### src/rtl/mult_share_arb_pkg.sv
// rtl/mult_share_arb_pkg.sv - shared types and constants for the multiplier-sharing arbiter
//
// Purpose : FSM state encoding (IDLE=0, ISSUE=1, WAIT=2, RESP=3), operand and
//           product widths, the largest supported requester count, and a
//           one-hot to index helper used for the round-robin pointer update.
// Ports   : none (package).
package mult_share_arb_pkg;

  localparam int OPND_W  = 8;
  localparam int PROD_W  = 16;
  localparam int MAX_REQ = 8;

  typedef enum logic [1:0] {
    ST_IDLE  = 2'd0,
    ST_ISSUE = 2'd1,
    ST_WAIT  = 2'd2,
    ST_RESP  = 2'd3
  } arb_state_t;

  // Index of the set bit in a one-hot vector; 0 for an all-zero vector.
  function automatic int onehot_index(input logic [MAX_REQ-1:0] v);
    int idx;
    idx = 0;
    for (int i = 0; i < MAX_REQ; i++) begin
      if (v[i]) begin
        idx = i;
      end
    end
    return idx;
  endfunction

endpackage

### src/rtl/rr_picker.sv
// rtl/rr_picker.sv - combinational round-robin selector
//
// Purpose : choose the first asserted request at or after ptr, wrapping
//           modulo NUM_REQ.
// Ports   : req  [NUM_REQ-1:0] in   request levels
//           ptr  [PTR_W-1:0]   in   highest-priority index (0..NUM_REQ-1)
//           pick [NUM_REQ-1:0] out  one-hot winner, all-zero when idle
//           any                out  at least one request is asserted
module rr_picker #(
  parameter int NUM_REQ = 4,
  parameter int PTR_W   = 2
) (
  input  logic [NUM_REQ-1:0] req,
  input  logic [PTR_W-1:0]   ptr,
  output logic [NUM_REQ-1:0] pick,
  output logic               any
);

  logic w_found;

  assign any = |req;

  // Walk the requesters starting at ptr; the first hit wins.
  always_comb begin
    pick    = '0;
    w_found = 1'b0;
    for (int o = 0; o < NUM_REQ; o++) begin
      if (!w_found && req[(int'(ptr) + o) % NUM_REQ]) begin
        pick[(int'(ptr) + o) % NUM_REQ] = 1'b1;
        w_found                         = 1'b1;
      end
    end
  end

endmodule

### src/rtl/mult_share_arb.sv
// rtl/mult_share_arb.sv - round-robin sharing of one sequential 8x8 multiplier
//
// Purpose : accepts one request at a time from NUM_REQ clients, latches the
//           winner's operands, pulses mult_start, waits for the rising edge of
//           mult_done and returns the 16-bit product to the granted client.
// Option  : MULT_ARB_TIMEOUT_EN - compiles in a WAIT watchdog; after
//           TIMEOUT_CYCLES WAIT cycles without completion the transaction ends
//           with rsp_product = 0 and rsp_err = 1. Undefined: rsp_err is 0 and
//           WAIT has no limit.
// Ports   : clk, reset_a (async, active-low)
//           req[NUM_REQ], req_a/req_b[NUM_REQ*8]  client requests and operands
//           gnt[NUM_REQ]        one-cycle accept pulse (ISSUE)
//           rsp_valid[NUM_REQ]  one-cycle result pulse (RESP)
//           rsp_product[16], rsp_err  result, held until next capture
//           busy                state other than IDLE
//           mult_dataa/datab[8], mult_start  to the multiplier
//           mult_product[16], mult_done      from the multiplier
module mult_share_arb
  import mult_share_arb_pkg::*;
#(
  parameter int NUM_REQ        = 4,
  parameter int TIMEOUT_CYCLES = 16
) (
  input  logic                      clk,
  input  logic                      reset_a,
  input  logic [NUM_REQ-1:0]        req,
  input  logic [NUM_REQ*OPND_W-1:0] req_a,
  input  logic [NUM_REQ*OPND_W-1:0] req_b,
  output logic [NUM_REQ-1:0]        gnt,
  output logic [NUM_REQ-1:0]        rsp_valid,
  output logic [PROD_W-1:0]         rsp_product,
  output logic                      rsp_err,
  output logic                      busy,
  output logic [OPND_W-1:0]         mult_dataa,
  output logic [OPND_W-1:0]         mult_datab,
  output logic                      mult_start,
  input  logic [PROD_W-1:0]         mult_product,
  input  logic                      mult_done
);

  localparam int PTR_W = (NUM_REQ > 1) ? $clog2(NUM_REQ) : 1;

  if (NUM_REQ < 2 || NUM_REQ > MAX_REQ || TIMEOUT_CYCLES < 1) begin : g_param_check
    $error("mult_share_arb: NUM_REQ must be 2..8 and TIMEOUT_CYCLES at least 1");
  end

  arb_state_t          r_state;
  logic [PTR_W-1:0]    r_ptr;
  logic [NUM_REQ-1:0]  r_sel;
  logic [NUM_REQ-1:0]  r_gnt;
  logic [NUM_REQ-1:0]  r_rsp_valid;
  logic [PROD_W-1:0]   r_rsp_product;
  logic [OPND_W-1:0]   r_dataa;
  logic [OPND_W-1:0]   r_datab;
  logic                r_start;
  logic                r_done_q;

  logic [NUM_REQ-1:0]  w_pick;
  logic                w_any;
  logic [OPND_W-1:0]   w_sel_a;
  logic [OPND_W-1:0]   w_sel_b;
  logic                w_done_edge;
  logic [PTR_W-1:0]    w_next_ptr;

`ifdef MULT_ARB_TIMEOUT_EN
  localparam int CNT_W = $clog2(TIMEOUT_CYCLES + 1);
  logic [CNT_W-1:0]    r_wait_cnt;
  logic                r_rsp_err;
  assign rsp_err = r_rsp_err;
`else
  assign rsp_err = 1'b0;
`endif

  rr_picker #(
    .NUM_REQ (NUM_REQ),
    .PTR_W   (PTR_W)
  ) u_picker (
    .req  (req),
    .ptr  (r_ptr),
    .pick (w_pick),
    .any  (w_any)
  );

  // AND-OR mux of the winner's operands; w_pick is one-hot or zero.
  always_comb begin
    w_sel_a = '0;
    w_sel_b = '0;
    for (int i = 0; i < NUM_REQ; i++) begin
      if (w_pick[i]) begin
        w_sel_a = w_sel_a | req_a[i*OPND_W +: OPND_W];
        w_sel_b = w_sel_b | req_b[i*OPND_W +: OPND_W];
      end
    end
  end

  // Priority moves to the requester just after the one being served.
  always_comb begin
    w_next_ptr = PTR_W'((onehot_index(MAX_REQ'(r_sel)) + 1) % NUM_REQ);
  end

  // Only a low-to-high transition completes; a done level still high from a
  // previous operation is ignored.
  assign w_done_edge = mult_done & ~r_done_q;

  assign busy        = (r_state != ST_IDLE);
  assign gnt         = r_gnt;
  assign rsp_valid   = r_rsp_valid;
  assign rsp_product = r_rsp_product;
  assign mult_dataa  = r_dataa;
  assign mult_datab  = r_datab;
  assign mult_start  = r_start;

  always_ff @(posedge clk or negedge reset_a) begin
    if (!reset_a) begin
      r_state       <= ST_IDLE;
      r_ptr         <= '0;
      r_sel         <= '0;
      r_gnt         <= '0;
      r_rsp_valid   <= '0;
      r_rsp_product <= '0;
      r_dataa       <= '0;
      r_datab       <= '0;
      r_start       <= 1'b0;
      r_done_q      <= 1'b0;
`ifdef MULT_ARB_TIMEOUT_EN
      r_wait_cnt    <= '0;
      r_rsp_err     <= 1'b0;
`endif
    end else begin
      r_done_q    <= mult_done;
      // Pulse outputs default low; each is raised for one state only.
      r_gnt       <= '0;
      r_start     <= 1'b0;
      r_rsp_valid <= '0;

      unique case (r_state)
        ST_IDLE: begin
          if (w_any) begin
            r_sel   <= w_pick;
            r_dataa <= w_sel_a;
            r_datab <= w_sel_b;
            r_gnt   <= w_pick;
            r_start <= 1'b1;
            r_state <= ST_ISSUE;
          end
        end

        ST_ISSUE: begin
`ifdef MULT_ARB_TIMEOUT_EN
          r_wait_cnt <= '0;
`endif
          r_state <= ST_WAIT;
        end

        ST_WAIT: begin
          if (w_done_edge) begin
            r_rsp_product <= mult_product;
            r_rsp_valid   <= r_sel;
            r_state       <= ST_RESP;
`ifdef MULT_ARB_TIMEOUT_EN
            r_rsp_err     <= 1'b0;
`endif
          end
`ifdef MULT_ARB_TIMEOUT_EN
          // r_wait_cnt counts completed WAIT cycles before this one.
          else if (r_wait_cnt == CNT_W'(TIMEOUT_CYCLES - 1)) begin
            r_rsp_product <= '0;
            r_rsp_err     <= 1'b1;
            r_rsp_valid   <= r_sel;
            r_state       <= ST_RESP;
          end else begin
            r_wait_cnt <= r_wait_cnt + 1'b1;
          end
`endif
        end

        ST_RESP: begin
          r_ptr   <= w_next_ptr;
          r_state <= ST_IDLE;
        end

        default: r_state <= ST_IDLE;
      endcase
    end
  end

endmodule

### config.mk
export PLATFORM = sky130hd
export DESIGN_NAME = mult_share_arb
export DESIGN_NICKNAME = d
export VERILOG_FILES = /design/src/rtl/mult_share_arb_pkg.sv /design/src/rtl/rr_picker.sv /design/src/rtl/mult_share_arb.sv
export SDC_FILE = /design/constraint.sdc
export NUM_CORES = 1
export LEC_CHECK = 0
export ABC_CLOCK_PERIOD_IN_PS = 2800
export BUFFER_PORTS_ARGS = -buffer_cell sky130_fd_sc_hd__clkbuf_2
export CELL_PAD_IN_SITES_DETAIL_PLACEMENT = 0
export CELL_PAD_IN_SITES_GLOBAL_PLACEMENT = 1
export CORE_ASPECT_RATIO = 1.4
export CORE_MARGIN = 4
export CORE_UTILIZATION = 34
export CTS_BUF_LIST = sky130_fd_sc_hd__clkbuf_16
export DETAILED_ROUTE_END_ITERATION = 6
export GPL_ROUTABILITY_DRIVEN = 0
export GPL_TIMING_DRIVEN = 0
export PLACE_DENSITY = 0.9
export SETUP_SLACK_MARGIN = 0.2
export SLEW_MARGIN = 20
export SYNTH_ARGS = -nofsm -noshare
export SYNTH_HDL_FRONTEND = slang
export SYNTH_HIERARCHICAL = 1
export SYNTH_SLANG_ARGS = --single-unit
### constraint.sdc
create_clock -name clk -period 2.8 [get_ports clk]
set_input_delay 0.56 -clock clk [delete_from_list [all_inputs] [get_ports clk]]
set_output_delay 0.56 -clock clk [all_outputs]
set_load 0.1 [all_outputs]
==> results.tsv <==
stage	metric	value	unit
worst_setup_path	Buf+Inv Stages, Crit Path	4	
grt	initial antenna violation count	0	
synthesis	Post-Syn Instances	215	
detailed_routing	DRC viols	0	
synthesis	Syn Nets	311	
timing	setup TNS	0	ns
floorplanning	die area	9020	um2
detailed_routing	routed len/inst	15.2	um
detailed_routing	Post-DRT Antenna Nets	0	
detailed_routing	routed vias	2264	
synthesis	EDFF count, synth	0	
timing	Final Setup Violations	0	
synthesis	synthesized area	2560	um2
run_status	run status	finished, final reports clean	
grt	vias in the first global route	2181	
detailed_routing	Vias per Instance	4.94	
worst_setup_path	Slowest Stage Delay on Critical Path	0.54	ns
layout	Area Overhead vs Synth	41.4	%
synthesis	post-synthesis register bit count	50	
clock_network	clock latency at the later pin of the worst-skew pair	0.28	ns
clock_network	CTS max path bufs	2	
synthesis	syn avg cell area	11.9	um2
floorplanning	Die Ht	111	um
worst_setup_path	reg-to-reg critical path startpoint	r_ptr[0]	
grt	first-pass GRT wire length	10.8	mm
floorplanning	Placeable Area	7360	um2
timing	Rel. slew slack	0.539	
floorplanning	row cnt	37	
grt	Total Routing Usage GR	0.153	
timing	final hold violation count	0	
worst_setup_path	data required time at the worst endpoint	2.95	ns
clock_network	Root Driver	clkbuf_16	
worst_setup_path	Cell Chain, Critical Path	buf_6 -> buf_4 -> mux4_1 -> nor4b_4 -> nand2_1 -> o211ai_1 -> buf_4 -> buf_12 -> a22o_1 -> a221oi_1 -> o21ai_1	
clock_network	htree depth	2	
detailed_routing	count of TritonRoute iterations in the first routing pass	4	
synthesis	synth top area cells	dfrtp_1 49%, mux2_2 8.3%, a22o_1 5.5%	
clock_network	TritonCTS buffer count	5	
placed_design	HPWL Detailed	5.43	mm
clock_network	clk sinks	50	
grt	largest net degree at the start of global routing	51	
timing	Worst Skew	0.00579	ns
worst_setup_path	CP Capture Type	flop	
timing	Fmax achieved	402	MHz
detailed_routing	DRT iter0 DRCs	73	
grt	grt total ovfl	0	
timing	fin. max-slew vios	0	
layout	diode count	0	
worst_setup_path	largest delay contributor family on the critical path	compound AO/OA/AOI/OAI gates	
placed_design	input/output buffers	128	
timing	RSZ-0062 raised after global routing	yes	
placed_design	pre-CTS setup slack	-0.0940	ns
layout	share of cells above drive strength 1	0.551	
clock_network	Clock Pin Slew Worst Setup and Hold Paths	0.06	ns
clock_network	CTS tree	yes	
timing	final worst slack	0.314	ns
layout	nets@finish	457	
worst_setup_path	CP Class	flop to flop	
synthesis	YS warnings	6	
job	Max-Cap Viols	0	
worst_setup_path	Worst path slowest cell	mux4_1	
synthesis	Yosys top cell area share	0.488	
floorplanning	initial core utilization	0.348	
worst_setup_path	crit-path max FO	5	
worst_setup_path	Startpoint Class	flop	
layout	filler instances	688	
floorplanning	I/O pin total	130	
detailed_routing	detailed-route wire length	6.97	mm
floorplanning	die width	81.4	um
synthesis	register area share after synthesis	0.488	
synthesis	Yosys cell types	30	
synthesis	area leader, netlist	dfrtp_1	
timing	slew of the pin with the lowest slew margin	0.692	ns
timing	Tmin final	2.49	ns
worst_setup_path	crit path DAT	2.64	ns
worst_setup_path	CP most frequent cell	buf_4	
worst_setup_path	CP startpoint	r_ptr[0]	
synthesis	Top FF cell, synth	dfrtp_1	
worst_hold_path	worst min path class	input pin to asynchronous set/reset pin	
layout	sequential standard cell area	1250	um2
layout	Multi-input gate area	1170	um2
timing	period utilisation layout	0.888	
synthesis	ys async rst share	1.00	
==> cell usage in the layout, fill, tap and decap left out, types with 4 or more instances in the layout <==
cell type,netlist,layout
a22o_1,16,16
inv_1,14,13
buf_2,6,4
clkbuf_2,0,127
mux2_2,19,19
a21o_1,4,4
a21o_2,4,4
nor2_1,5,5
ha_1,9,8
a21oi_1,6,6
o21ai_0,8,8
a221oi_1,9,8
clkbuf_16,0,6
dfrtp_1,50,48
and3_1,4,4
buf_4,3,11
buf_6,5,7
a221oi_2,7,8
o211ai_1,4,4
nand2_1,21,21
o21ai_1,8,8
==> flip-flops by register name (all words and copies together), names as in the netlist, 2 cells and up <==
register	flops
r_ptr	2
r_sel	4
r_state	2
mult_dataa	8
gnt	4
rsp_valid	4
rsp_product	16
mult_datab	8
==> cells by family (layout without fill, tap and decap cells) <==
family / count (synthesis) / count (layout) / share of synthesized area
other: 1 / 1 / 0.00146
adders and majority gates: 9 / 9 / 0.0439
and+or+nand+nor: 35 / 35 / 0.0678
muxes: 23 / 23 / 0.121
AOI/OAI and AO/OA: 68 / 68 / 0.213
DFF: 50 / 50 / 0.488
buffers and inverters: 29 / 175 / 0.0644
==> routing by layer <==
layer / vias to the layer above / wire length, um / track usage
met5: - / 0 / 0
met4: 0 / 116 / 0.0519
met3: 8 / 554 / 0.0423
met2: 83 / 3560 / 0.264
met1: 1089 / 2740 / 0.178
li1: 1084 / - / -
==> cells in the mapped netlist (all sizes together), types with 5 or more instances <==
cell type  count
mux2          19
nand2         22
nor2           5
a221oi        16
o21ai         16
a21o           8
a22o          16
a21oi          6
inv           14
buf           14
ha             9
dfrtp         50
==> layout make-up <==
| class | instances | share of cell area |
|---|---|---|
| Clock inverter | 2 | 0.00379 |
| Sequential cell | 50 | 0.346 |
| Multi-Input combinational cell | 136 | 0.322 |
| Clock buffer | 5 | 0.0345 |
| Timing Repair Buffer | 139 | 0.209 |
| Inverter | 14 | 0.0145 |
| Buffer | 15 | 0.0369 |
| Tap cell | 97 | 0.0335 |
==> path summary, 6_finish.rpt <==
check / to / slack (ns) / cells past startpoint
worst max-delay path: mult_datab[6] / 0.31 / 11
worst min-delay path: rsp_product[1] / 0.34 / 1
worst max register to register: mult_datab[6] / 0.31 / 11
worst min register to register: mult_dataa[1] / 0.48 / 2
max in group asynchronous: r_ptr[1] / 1.97 / 1
min in group clk: r_done_q / 0.41 / 1
==> metrics by stage <==
stage / utilization / std cells / cell area [um2] / hold WS (ns)
after floorplan: - / 215 / 2560 / 0.264
after global placement: 0.452 / 440 / 3330 / 0.463
after detailed placement: 0.452 / 440 / 3330 / 0.472
after CTS: 0.476 / 451 / 3510 / 0.364
after global routing: 0.493 / 458 / 3630 / 0.393
final: 0.493 / 458 / 3630 / 0.339
==> timing repair <==
item                       4_1_cts  5_1_grt
gates cloned                     0        1
pin swaps                        1        3
setup endpoints to repair       22       17
hold buffers                     0        0
buffers inserted                 4        6
gates resized for setup          4        8
Power is left out: the tool's default activity adds up to more than one toggle a clock period on the data nets, which glitch-free logic cannot reach.
